[config.mk]
export PLATFORM = sky130hd
export DESIGN_NAME = z80_wb_bridge
export DESIGN_NICKNAME = d
export VERILOG_FILES = /design/src/rtl/z80_wb_pkg.sv /design/src/rtl/z80_wb_bridge.sv
export SDC_FILE = /design/constraint.sdc
export NUM_CORES = 1
export LEC_CHECK = 0
export ABC_AREA = 1
export BUFFER_PORTS_ARGS = -buffer_cell sky130_fd_sc_hd__buf_2
export CELL_PAD_IN_SITES_DETAIL_PLACEMENT = 1
export CELL_PAD_IN_SITES_GLOBAL_PLACEMENT = 1
export CORE_UTILIZATION = 30
export DETAILED_ROUTE_END_ITERATION = 16
export GPL_ROUTABILITY_DRIVEN = 0
export GPL_TIMING_DRIVEN = 0
export HOLD_SLACK_MARGIN = 0.03
export PLACE_DENSITY = 0.85
export SYNTH_ARGS = -nofsm -noshare
export SYNTH_HDL_FRONTEND = slang
export SYNTH_SLANG_ARGS = --single-unit
[constraint.sdc]
create_clock -name clk_i -period 1.3 [get_ports clk_i]
set_input_delay 0.26 -clock clk_i [delete_from_list [all_inputs] [get_ports clk_i]]
set_output_delay 0.26 -clock clk_i [all_outputs]
set_load 0.1 [all_outputs]
[src/rtl/z80_wb_pkg.sv]
// Shared constants and FSM encoding for the Z80-to-Wishbone bridge.
package z80_wb_pkg;

  localparam logic [1:0] TAG_MEM   = 2'b00;
  localparam logic [1:0] TAG_IO    = 2'b01;
  localparam logic [1:0] TAG_INTA  = 2'b10;
  localparam logic [1:0] TAG_FETCH = 2'b11;

  typedef enum logic [1:0] {IDLE, BUS, DONE} state_t;

endpackage

[src/rtl/z80_wb_bridge.sv]
// Registered bridge turning tv80s bus strobes into one Wishbone B4 classic
// cycle per CPU bus cycle, with wait-state stretching, tagging and timeout.
module z80_wb_bridge
  import z80_wb_pkg::*;
#(
  parameter int         ADDR_W   = 16,
  parameter int         MIN_WAIT = 0,
  parameter int         TIMEOUT  = 255,
  parameter logic [7:0] ERR_DATA = 8'hFF
) (
  input  logic              clk_i,
  input  logic              rst_i,
  input  logic              cpu_m1_n,
  input  logic              cpu_mreq_n,
  input  logic              cpu_iorq_n,
  input  logic              cpu_rd_n,
  input  logic              cpu_wr_n,
  input  logic              cpu_rfsh_n,
  input  logic [ADDR_W-1:0] cpu_adr_i,
  input  logic [7:0]        cpu_dat_i,
  output logic [7:0]        cpu_dat_o,
  output logic              cpu_wait_n_o,
  output logic [ADDR_W-1:0] wbm_adr_o,
  output logic [1:0]        wbm_tga_o,
  input  logic [7:0]        wbm_dat_i,
  output logic [7:0]        wbm_dat_o,
  output logic              wbm_cyc_o,
  output logic              wbm_stb_o,
  output logic              wbm_we_o,
  input  logic              wbm_ack_i,
  input  logic              wbm_err_i,
  output logic              bus_err_o
);

  localparam int CNT_W  = $clog2(TIMEOUT + 1);
  localparam int WAIT_W = (CNT_W < 4) ? 4 : CNT_W;
  localparam logic [CNT_W-1:0]  TO_LAST  = CNT_W'(TIMEOUT - 1);
  localparam logic [WAIT_W-1:0] WAIT_MAX = WAIT_W'(MIN_WAIT);

  state_t              state;
  logic [CNT_W-1:0]    to_cnt;
  logic [WAIT_W-1:0]   wait_cnt;
  logic                req;
  logic                inta;
  logic                fetch;
  logic                wait_met;
  logic [1:0]          tag;

  assign inta     = ~cpu_m1_n & ~cpu_iorq_n;
  assign fetch    = ~cpu_m1_n & ~cpu_mreq_n;
  assign req      = cpu_rfsh_n &
                    (((~cpu_mreq_n | ~cpu_iorq_n) & (~cpu_rd_n | ~cpu_wr_n)) | inta);
  assign wait_met = (wait_cnt >= WAIT_MAX);

  // Outside DONE the CPU is held whenever it requests; in DONE only until
  // the minimum wait count has elapsed.
  assign cpu_wait_n_o = (state == DONE) ? wait_met : ~req;

  always_comb begin
    tag = TAG_MEM;
    if (inta)             tag = TAG_INTA;
    else if (fetch)       tag = TAG_FETCH;
    else if (~cpu_iorq_n) tag = TAG_IO;
  end

  // Handshake: a transfer completes on the first clock edge in BUS where
  // stb is high and the slave raises ack or err; err takes precedence and
  // both take precedence over an expiring timeout.
  always_ff @(posedge clk_i) begin
    if (rst_i) begin
      state     <= IDLE;
      wbm_cyc_o <= 1'b0;
      wbm_stb_o <= 1'b0;
      wbm_we_o  <= 1'b0;
      wbm_adr_o <= '0;
      wbm_dat_o <= '0;
      wbm_tga_o <= TAG_MEM;
      cpu_dat_o <= '0;
      bus_err_o <= 1'b0;
      to_cnt    <= '0;
      wait_cnt  <= '0;
    end else begin
      bus_err_o <= 1'b0;
      if (state != IDLE && wait_cnt != WAIT_MAX) wait_cnt <= wait_cnt + WAIT_W'(1);
      case (state)
        IDLE: begin
          if (req) begin
            wbm_adr_o <= cpu_adr_i;
            wbm_dat_o <= cpu_dat_i;
            wbm_we_o  <= ~cpu_wr_n;
            wbm_tga_o <= tag;
            wbm_cyc_o <= 1'b1;
            wbm_stb_o <= 1'b1;
            wait_cnt  <= '0;
            to_cnt    <= '0;
            state     <= BUS;
          end
        end
        BUS: begin
          if (wbm_err_i || (!wbm_ack_i && to_cnt == TO_LAST)) begin
            wbm_cyc_o <= 1'b0;
            wbm_stb_o <= 1'b0;
            bus_err_o <= 1'b1;
            if (!wbm_we_o) cpu_dat_o <= ERR_DATA;
            state     <= DONE;
          end else if (wbm_ack_i) begin
            wbm_cyc_o <= 1'b0;
            wbm_stb_o <= 1'b0;
            if (!wbm_we_o) cpu_dat_o <= wbm_dat_i;
            state     <= DONE;
          end else begin
            to_cnt <= to_cnt + CNT_W'(1);
          end
        end
        DONE: begin
          // Requiring req to drop guarantees one Wishbone cycle per CPU cycle.
          if (wait_met && !req) state <= IDLE;
        end
        default: state <= IDLE;
      endcase
    end
  end

endmodule

==> impl_results.md, run 1 <==
* Status: finished, violations left
* Failing checks: negative setup slack
* Iteration-0 DRC Markers at 78
* CP cell instances: inv_2, o211ai_1, buf_6
* Clock skew at between 0.004 and 0.005 ns
* Setup CP Type: reg2out
* CP arrival at around 1.2 ns
* RSZ-0062 raised after global routing: yes
* CTS sink count at 47
* Final WS setup at -0.140 ns
* TritonCTS buffer count at 5
* Max Transition Viols Final at 0
* Slew @ Worst Pin at approximately 0.55 ns
* Drt total wl at 6680 um
* Mapped Area at around 2100 um2
* Vias in the first global route at 2,241
* Crit-path max cell delay at between 0.3 and 0.4 ns
* CP startpoint kind: flop
* Post-synth EDFFs at 0
* CTS tree: done
* Cell count after synthesis at 290
* Ports at between 80 and 90
* Yosys warning total at 0
* Core Region at 6790 um2
* Final hold violation count at 0
* Fin crit period at around 1.4 ns
* Die area at approximately 7400 um2
* Post-placement cell count at ~470
* Worst Min Path Start: cpu_wr_n
* HPWL after DPL at 4410 um
* Top_reg_cell synth: dfxtp_1
* Initial antenna violation count at 0
* Overall fraction of global-route tracks in use at roughly 18%
* Vias at 2,272
* P per Cell Area at around 1200 nW/um2
* Layout cells sized above 1 at a little over two fifths
* Cells on Worst Hold Path at 2
* Syn_nets at approximately 330
* CP endpoint kind: output port
* LEAKAGE at about 1.4 nW
* Fmax at 694 MHz
* N_diodes at 0
* Most frequent cell after synthesis: nand2_1
* First-pass GRT wire length at 10,400 um
* Largest net degree at the start of global routing at 16
* CTS Root Buffer Type: clkbuf_8
* Layout Cells excl Fill at a little under 500
* DR DRC count at 0
* Sequential area share after synthesis at 44.5%
* Yosys top cell area share at 44.5%
* Slowest cell on the critical path: dfxtp_4
* Hold endpoint: wbm_we_o
* Worst Path Required at between 1 and 1.5 ns
* Async set-reset flop share out of synthesis at 0%
* Worst Path Max Fanout at 3
* Vias/cell at around 4.7
* R2r setup slk at -0.12 ns
* Setup violators final at 16
* Filler instances at 864
* FF-to-FF Start: to_cnt[3]
* Grt total ovfl at 0
* Hold WS at 0.148 ns
* Yosys cell types at 27
* Layout area overhead at 47.7%
* Row count at 30
* Worst slack at placement at -0.214 ns
* Initial DRT Pass Iterations at 5
* VDD IR max at 0.524 mV
* H-tree level count at 2
* ANT nets after route at 0
* Reg2Reg Depth at 8
* Final Cycle Share at 111%
* WL/cell at 13.7 um
* Synth area leader: dfxtp_1
* Max Cap Violations at 0
* Top cells by area, synth: dfxtp_1 (45%), nand2_1 (17%), a21oi_1 (9.0%), inv_1 (4.4%), nor2_1 (4.4%)
* Clk buf depth at 2
* Initial Utilization at 31.1%
* Rel. slew slack at between 60% and 70%
* Yosys reg bits at 47
* Cts hold-fix bufs at 0
* Average size of a mapped cell at between 7 and 8 um2
* Die X at between 80 and 90 um
* Hold Crit Class: in2reg
* Reg-to-Reg End: cpu_dat_o[0]
* Clock-pin slew on the worst setup and hold paths at around 0.090 ns
* IO buf count at 79
* Commonest cells post-synth: nand2_1 (96), dfxtp_1 (47), a21oi_1 (38)
* Die Y at roughly 86 um
* Worst skew pair latency at 0.31 ns
* Final nets at roughly 440
[placed cells by master, fill, tap and decap left out, types with 7 or more instances in the layout]
cell type and n:
nand3_1 7, dfxtp_1 37, inv_1 20, buf_2 44
buf_4 51, nand2_2 12, nor2_1 16, dfxtp_2 7
nand2_1 87, nand3b_1 8, buf_6 7, a21oi_1 34
[kinds of logic after synthesis]
family,after synthesis,synth area share [%]
AOI/OAI and AO/OA,48,12.0
adders and majority gates,2,1.18
buffers and inverters,39,8.35
DFF,47,44.5
and+or+nand+nor,154,33.9
[layout make-up]
cell class                      instances  area [um2]  area share [%]
Tap cell                               96         120            3.85
Multi-Input combinational cell        205        1150            36.8
Sequential cell                        47         961            30.8
Clock inverter                          2        16.3           0.521
Inverter                               26         105            3.37
Buffer                                 13        76.3            2.45
Timing Repair Buffer                   93         621            19.9
Clock buffer                            6        72.6            2.33
[registers in the layout (all words and copies together), names as in the netlist]
signal / cells
wbm_we_o: 1
to_cnt: 8
state: 2
cpu_dat_o: 8
wbm_tga_o: 2
wbm_stb_o: 1
bus_err_o: 1
wbm_dat_o: 8
wbm_adr_o: 16
[per-layer routing]
metal	vias up	GRT usage, %	routed length (um)
met5	-	0	0
met4	0	3.64	34
met3	4	4.72	424
met2	67	31.6	3340
met1	1078	21.2	2880
li1	1123	-	-
[worst max-delay path by stage]
stage                          from           end  slack, ns
after floorplan            state[1]  cpu_wait_n_o      -0.84
after global placement    to_cnt[0]     to_cnt[6]      -0.17
after detailed placement  to_cnt[0]     to_cnt[5]      -0.21
after CTS                  state[1]  cpu_wait_n_o      -0.12
after global routing      to_cnt[1]     to_cnt[5]      -0.19
final                      state[1]  cpu_wait_n_o      -0.14
[metrics by stage]
stage                     setup TNS [ns]  total power, mW  utilization, %  cell area, um2
after floorplan                   -0.835             2.46               -            2130
after global placement             -5.13             2.66            38.9            2640
after detailed placement           -6.69             2.69            38.9            2640
after CTS                         -0.434             3.70            44.4            3020
after global routing               -2.60             3.88            45.9            3120
final                              -1.04             3.71            45.9            3120
[critical path, delay by kind of cell, from the launching register on]
| kind | cells | cell delay (ns) |
|---|---|---|
| AOI/OAI and AO/OA | 1 | 0.20 |
| buffers and inverters | 2 | 0.29 |
| DFF | 1 | 0.37 |
[power by group]
part | switching (mW) | internal, mW | total (mW)
Combinational | 0.905 | 0.307 | 1.21
Sequential | 0.0538 | 1.52 | 1.58
Clock | 0.532 | 0.387 | 0.919
[timing repair]
| item | 4_1_cts | 5_1_grt |
|---|---|---|
| setup endpoints to repair | 76 | 39 |
| pin swaps | 8 | 6 |
| hold endpoints to repair | 0 | 0 |
| setup buffers | 10 | 3 |
| cloned | 2 | 0 |
| gates resized for setup | 69 | 23 |
No activity file was read; power rests on OpenSTA's default activity.
==> run 2, diff against run 1 <==
--- a/config.mk
+++ b/config.mk
@@ -7,14 +7,16 @@
 export LEC_CHECK = 0
 export ABC_AREA = 1
 export BUFFER_PORTS_ARGS = -buffer_cell sky130_fd_sc_hd__buf_2
+export CAP_MARGIN = 10
 export CELL_PAD_IN_SITES_DETAIL_PLACEMENT = 1
 export CELL_PAD_IN_SITES_GLOBAL_PLACEMENT = 1
 export CORE_UTILIZATION = 30
 export DETAILED_ROUTE_END_ITERATION = 16
 export GPL_ROUTABILITY_DRIVEN = 0
-export GPL_TIMING_DRIVEN = 0
+export GPL_TIMING_DRIVEN = 1
 export HOLD_SLACK_MARGIN = 0.03
 export PLACE_DENSITY = 0.85
+export REMOVE_ABC_BUFFERS = 1
 export SYNTH_ARGS = -nofsm -noshare
 export SYNTH_HDL_FRONTEND = slang
 export SYNTH_SLANG_ARGS = --single-unit
==> impl_results.md, run 2 (synthesis gave the netlist of run 1 again) <==
* Status: finished, violations left
* Failing checks: negative setup slack
* Worst slack at placement at -0.253 ns
* Clock-pin slew on the worst setup and hold paths at 0.10 ns
* Commonest non-fill, non-tap cell in the layout: nand2_1
* Worst skew pair latency at slightly above 0.3 ns
* TritonCTS buffer count at 5
* Max FFs per register at 16
* Reg-to-Reg End: state[0]
* CTS tree: done
* Hold WS at 0.131 ns
* Layout Cells excl Fill at 496
* Initial Utilization at 31.1%
* Layout cells sized above 1 at a little under half
* Row count at 30
* N_diodes at 0
* Vias at approximately 2,300
* RSZ-0062 raised after global routing: yes
* Fin crit period at about 1.5 ns
* Final WS setup at -0.184 ns
* Layout area overhead at 78.2%
* Die Y at between 80 and 90 um
* CTS Root Buffer Type: clkbuf_8
* Routing usage on met1 at 25.3%
* Vias/cell at between 4 and 5
* Worst Path Max Fanout at 8
* LEAKAGE at about 1.6 nW
* CTS sink count at 47
* First-pass GRT wire length at 12,800 um
* IO buf count at 80
* Clk buf depth at 2
* Die area at around 7400 um2
* Initial antenna violation count at 0
* CP arrival at around 1.7 ns
* HPWL after DPL at 5080 um
* ANT nets after route at 0
* Setup TNS at -1.76 ns
* R2r setup slk at -0.18 ns
* Final hold violation count at 0
* Fmax at about 670 MHz
* Vias in the first global route at 2,549
* Setup violators final at 19
* Largest net degree at the start of global routing at 25
* P per Cell Area at roughly 1100 nW/um2
* Clock skew at 0.00986 ns
* Ports at 81
* Rel. slew slack at between 70% and 80%
* H-tree level count at 2
* Grt total ovfl at 0
* Cts hold-fix bufs at 0
* Max Cap Violations at 0
* Top reg by flops: wbm_adr_o
* Reg2Reg Depth at 7
* Final Cycle Share at 114%
* Hold Crit Class: in2reg
* DR DRC count at 0
* Initial DRT Pass Iterations at 4
* Drt total wl at 8200 um
* Hold endpoint: wbm_we_o
* Core Region at 6790 um2
* Busiest grt layer: met2
* WL/cell at about 17 um
* M3 GR Usage at approximately 7.2%
* Grt met2 use at 39.6%
* CP endpoint kind: flop
* Setup CP Type: reg2reg
* Post-placement cell count at ~470
* Worst Min Path Start: cpu_wr_n
* Final nets at roughly 440
* Cells on Worst Hold Path at 2
* Overall fraction of global-route tracks in use at 22.3%
* Iteration-0 DRC Markers at 82
* Commonest non-fill, non-tap cells in the layout: nand2_1 (84), dfxtp_1 (43), buf_2 (41)
* Slew @ Worst Pin at between 0.4 and 0.5 ns
* FF-to-FF Start: state[1]
* Worst Path Required at around 1.6 ns
* Die X at 85.9 um
* Max Transition Viols Final at 0
* CP startpoint kind: flop
* VDD IR max at 0.666 mV
run 2: cell types whose count changed in the layout (fill, tap and decap cells not counted), moves of 5 or more:
cell and change:
a21oi_2 +5, buf_6 +5, buf_4 -31, dfxtp_1 +6, buf_12 +39, a21oi_1 -5
run 2: layout make-up:
cell class | instances | area, um2
inverters | 26 | 110
repair buffers | 112 | 1270
repair inverters | 2 | 17.5
clock inverters | 1 | 8.76
clock buffers | 7 | 86.3
well taps | 96 | 120
multi-input cells | 205 | 1200
flip-flops and latches | 47 | 948
fillers | 790 | 3030
run 2: where the power goes:
| group | internal, mW | switching (mW) |
|---|---|---|
| Clock | 0.437 | 0.528 |
| Sequential | 1.53 | 0.0934 |
| Combinational | 0.526 | 0.960 |
run 2: repair_timing:
item	in CTS	in global routing
gates cloned	2	1
endpoints found under the setup margin	38	48
gates resized for setup	48	29
pin swaps	9	16
buffers inserted	6	7
run 2: how the worst max path moves through the flow:
stage                     cells after the start      endpoint  slack, ns      start
after floorplan                               2  cpu_wait_n_o      -0.93   state[1]
after global placement                       10     to_cnt[4]      -0.07  to_cnt[0]
after detailed placement                     10     to_cnt[4]      -0.25  to_cnt[0]
after CTS                                     3  cpu_wait_n_o      -0.15   state[1]
after global routing                          8     to_cnt[6]      -0.23   state[1]
final                                         7      state[0]      -0.18   state[1]
run 2: critical path: stages, from the launching register on:
cell     delay (ns)
dfxtp_4        0.36
buf_6          0.13
buf_6          0.12
nor2_8         0.14
nand4_4        0.24
buf_4          0.23
buf_6          0.11
a21oi_2        0.10
run 2: through the flow:
stage / power (mW) / cell area, um2 / utilization, %
2_1_floorplan: 2.42 / 2040 / -
3_3_place_gp: 2.96 / 3290 / 48.4
3_5_place_dp: 3.00 / 3290 / 48.4
4_1_cts: 4.01 / 3600 / 53.0
5_1_grt: 4.23 / 3760 / 55.4
6_report: 4.07 / 3760 / 55.4
run 2: routing by layer:
metal / share of wire (%) / wire length, um / vias up
li1: - / - / 1139
met1: 40 / 3300 / 1084
met2: 51 / 4180 / 80
met3: 6.6 / 545 / 16
met4: 2.2 / 177 / 0
met5: 0 / 0 / -
==> run 3, diff against run 2 <==
--- a/config.mk
+++ b/config.mk
@@ -5,12 +5,12 @@
 export SDC_FILE = /design/constraint.sdc
 export NUM_CORES = 1
 export LEC_CHECK = 0
-export ABC_AREA = 1
+export ABC_AREA = 0
 export BUFFER_PORTS_ARGS = -buffer_cell sky130_fd_sc_hd__buf_2
 export CAP_MARGIN = 10
 export CELL_PAD_IN_SITES_DETAIL_PLACEMENT = 1
 export CELL_PAD_IN_SITES_GLOBAL_PLACEMENT = 1
-export CORE_UTILIZATION = 30
+export CORE_UTILIZATION = 31
 export DETAILED_ROUTE_END_ITERATION = 16
 export GPL_ROUTABILITY_DRIVEN = 0
 export GPL_TIMING_DRIVEN = 1
==> impl_results.md, run 3 <==
* Commonest cells post-synth: dfxtp_1 (47), nor2_1 (31), mux2i_1 (27)
* Initial DRT Pass Iterations at 5
* Footprint of the multi-input gates at 1050 um2
* Final WS setup at -0.331 ns
* Ports at 81
* Crit-path max cell delay at 0.37 ns
* Most frequent cell after synthesis: dfxtp_1
* Slowest cell on the critical path: dfxtp_2
* Yosys top cell area share at just under 50%
* LEAKAGE at around 1.6 nW
* Largest net degree at the start of global routing at 28
* DR DRC count at 0
* Grt total ovfl at 0
* Vias in the first global route at about 2,300
* Initial antenna violation count at 0
* Worst skew pair latency at approximately 0.31 ns
* CP cell instances: buf_6, or2b_1, nand2b_1, buf_12
* CP arrival at around 1.4 ns
* Max Cap Violations at 0
* First-pass GRT wire length at ~12,000 um
* Worst Path Required at roughly 1.0 ns
* Average size of a mapped cell at just over 10 um2
* IO buf count at 80
* Row count at 28
* H-tree level count at 2
* CP endpoint kind: output port
* Final hold violation count at 0
* Final nets at 360
* Simple logic cell fraction of the synthesized area at roughly 15%
* TritonCTS buffer count at 5
* CP startpoint kind: flop
* RSZ-0062 raised after global routing: yes
* Layout Cells excl Fill at 392
* Commonest non-fill, non-tap cell in the layout: dfxtp_1
* Clock-pin slew on the worst setup and hold paths at ~0.090 ns
* CTS Root Buffer Type: clkbuf_8
* HPWL after DPL at ~4800 um
* Die X at between 80 and 90 um
* Initial Utilization at 32.0%
* Max FFs per register at 16
* Setup CP Type: reg2out
* Setup violators final at 46
* Filler instances at around 600
* Compound-gate portion of the synthesized area at around 14%
* Final Cycle Share at 125%
* Cts hold-fix bufs at 0
* Yosys cell types at 37
* N_diodes at 0
* Vias/cell at about 5.3
* Top_reg_cell synth: dfxtp_1
* Core Region at 5920 um2
* Overall fraction of global-route tracks in use at 25.7%
* Clock skew at around 0.005 ns
* Die area at 6420 um2
* Fmax at slightly above 600 MHz
* Layout cells sized above 1 at between 50% and 60%
* Drt total wl at 8830 um
* Max Transition Viols Final at 0
* Mapped Area at roughly 1900 um2
* Commonest non-fill, non-tap cells in the layout: dfxtp_1 (42), buf_2 (41), buf_12 (41)
* ANT nets after route at 0
* Top cells by area, synth: dfxtp_1 (50%), mux2i_1 (14%), nor2_1 (6.2%), o221a_1 (4.8%), a21oi_1 (1.6%)
* Hold Crit Class: in2reg
* Cell count after synthesis at 188
* Post-synth EDFFs at 0
* Finished Cell Area at 3680 um2
* Vias at ~2,100
* CTS tree: done
* Clk buf depth at 2
* Top reg by flops: wbm_adr_o
* Fin crit period at ~1.6 ns
* Rel. slew slack at 73.7%
* Slew @ Worst Pin at ~0.39 ns
* Iteration-0 DRC Markers at 121
* Async set-reset flop share out of synthesis at 0%
* CTS sink count at 47
* Mux share of post-synthesis cell area at about 15%
* Placed cell areas at roughly 3200 um2
* Yosys warning total at 0
* Adder and majority cell fraction of the synthesized area at 1.32%
* VDD IR max at just under 0.9 mV
* Failing checks: negative setup slack
* XOR/XNOR share of the synthesized area at 0%
* WL/cell at between 20 and 25 um
* Layout area overhead at 94.4%
* Die Y at roughly 80 um
* Yosys reg bits at between 40 and 50
* FF+latch area at approximately 950 um2
* Sequential area share after synthesis at between 40% and 50%
* Post-placement cell count at 367
* Status: finished, violations left
* Main combinational cell family by area after synthesis: simple AND/OR/NAND/NOR gates
* Synth area leader: dfxtp_1
* Worst Path Max Fanout at 2
* P per Cell Area at 1170 nW/um2
-- run 3: cell count changes in the layout (fill, tap and decap cells not counted), sizes merged, moves of 3 or more --
| cell | change |
|---|---|
| nand3 | -7 |
| o31ai | +3 |
| nand2 | -95 |
| buf | +18 |
| inv | -22 |
| nand4 | -3 |
| mux2i | +27 |
| a21oi | -32 |
| nand3b | -7 |
| nor2 | +3 |
| a31oi | +3 |
| nand2b | +4 |
| o221a | +8 |
-- run 3: final timing paths --
path | depth (start not counted) | slack (ns) | start | endpoint
worst min register to register | 2 | 0.53 | wbm_stb_o | wbm_stb_o
worst min-delay path | 3 | 0.18 | cpu_adr_i[13] | wbm_adr_o[13]
worst max-delay path | 4 | -0.33 | state[1] | cpu_wait_n_o
worst max register to register | 8 | -0.31 | to_cnt[0] | cpu_dat_o[5]
-- run 3: logic make-up (layout without fill, tap and decap cells) --
logic type / Yosys count / after routing
AND/OR/NAND/NOR: 58 / 58
flip-flops: 47 / 47
adder cells (fa/ha/maj): 2 / 2
multiplexers: 28 / 28
AO/OA/AOI/OAI: 36 / 36
buffers and inverters: 17 / 146
-- run 3: area by class of cell --
class | instances | share of cell area (%)
Tap cell | 75 | 2.55
Clock buffer | 6 | 2.24
Timing Repair Buffer | 131 | 39.2
Clock inverter | 2 | 0.952
Sequential cell | 47 | 25.7
Multi-Input combinational cell | 124 | 28.6
Inverter | 7 | 0.714
-- run 3: power by group --
part           switching, mW  leakage [nW]  internal [mW]
Combinational          0.913          1.16          0.600
Clock                  0.533        0.0612          0.623
Sequential             0.102         0.386           1.52
-- run 3: timing repair --
action | 4_1_cts | 5_1_grt
gates resized for setup | 41 | 28
gates cloned | 2 | 0
setup endpoints to repair | 47 | 49
buffers inserted | 10 | 10
pin swaps | 19 | 10
-- run 3: critical path: cells and delay by family, from the launching register on --
kind | cells | cell delay [ns]
flip-flops | 1 | 0.37
AND/OR/NAND/NOR | 2 | 0.39
buffers and inverters | 2 | 0.29
-- run 3: metal layers --
metal / global-route usage, % / vias to the layer above / part of all wire (%) / routed length [um]
met2: 49.5 / 95 / 56 / 4920
met4: 12.3 / 0 / 3.6 / 320
met3: 5.91 / 26 / 4.5 / 397
met1: 25.6 / 1009 / 36 / 3180
li1: - / 929 / - / -
met5: 0 / - / 0 / 0
-- run 3: per-stage QoR --
step | hold slack (ns) | TNS [ns] | utilization (%) | setup WS [ns] | total power [mW]
4_1_cts | 0.186 | -6.14 | 59.5 | -0.268 | 4.18
6_report | 0.185 | -9.59 | 62.1 | -0.331 | 4.29
5_1_grt | 0.184 | -12.30 | 62.1 | -0.388 | 4.40
2_1_floorplan | 0.329 | -63.06 | - | -2.08 | 2.38
3_5_place_dp | 0.496 | -14.70 | 53.2 | -0.452 | 2.95
3_3_place_gp | 0.475 | -9.85 | 53.2 | -0.295 | 2.92
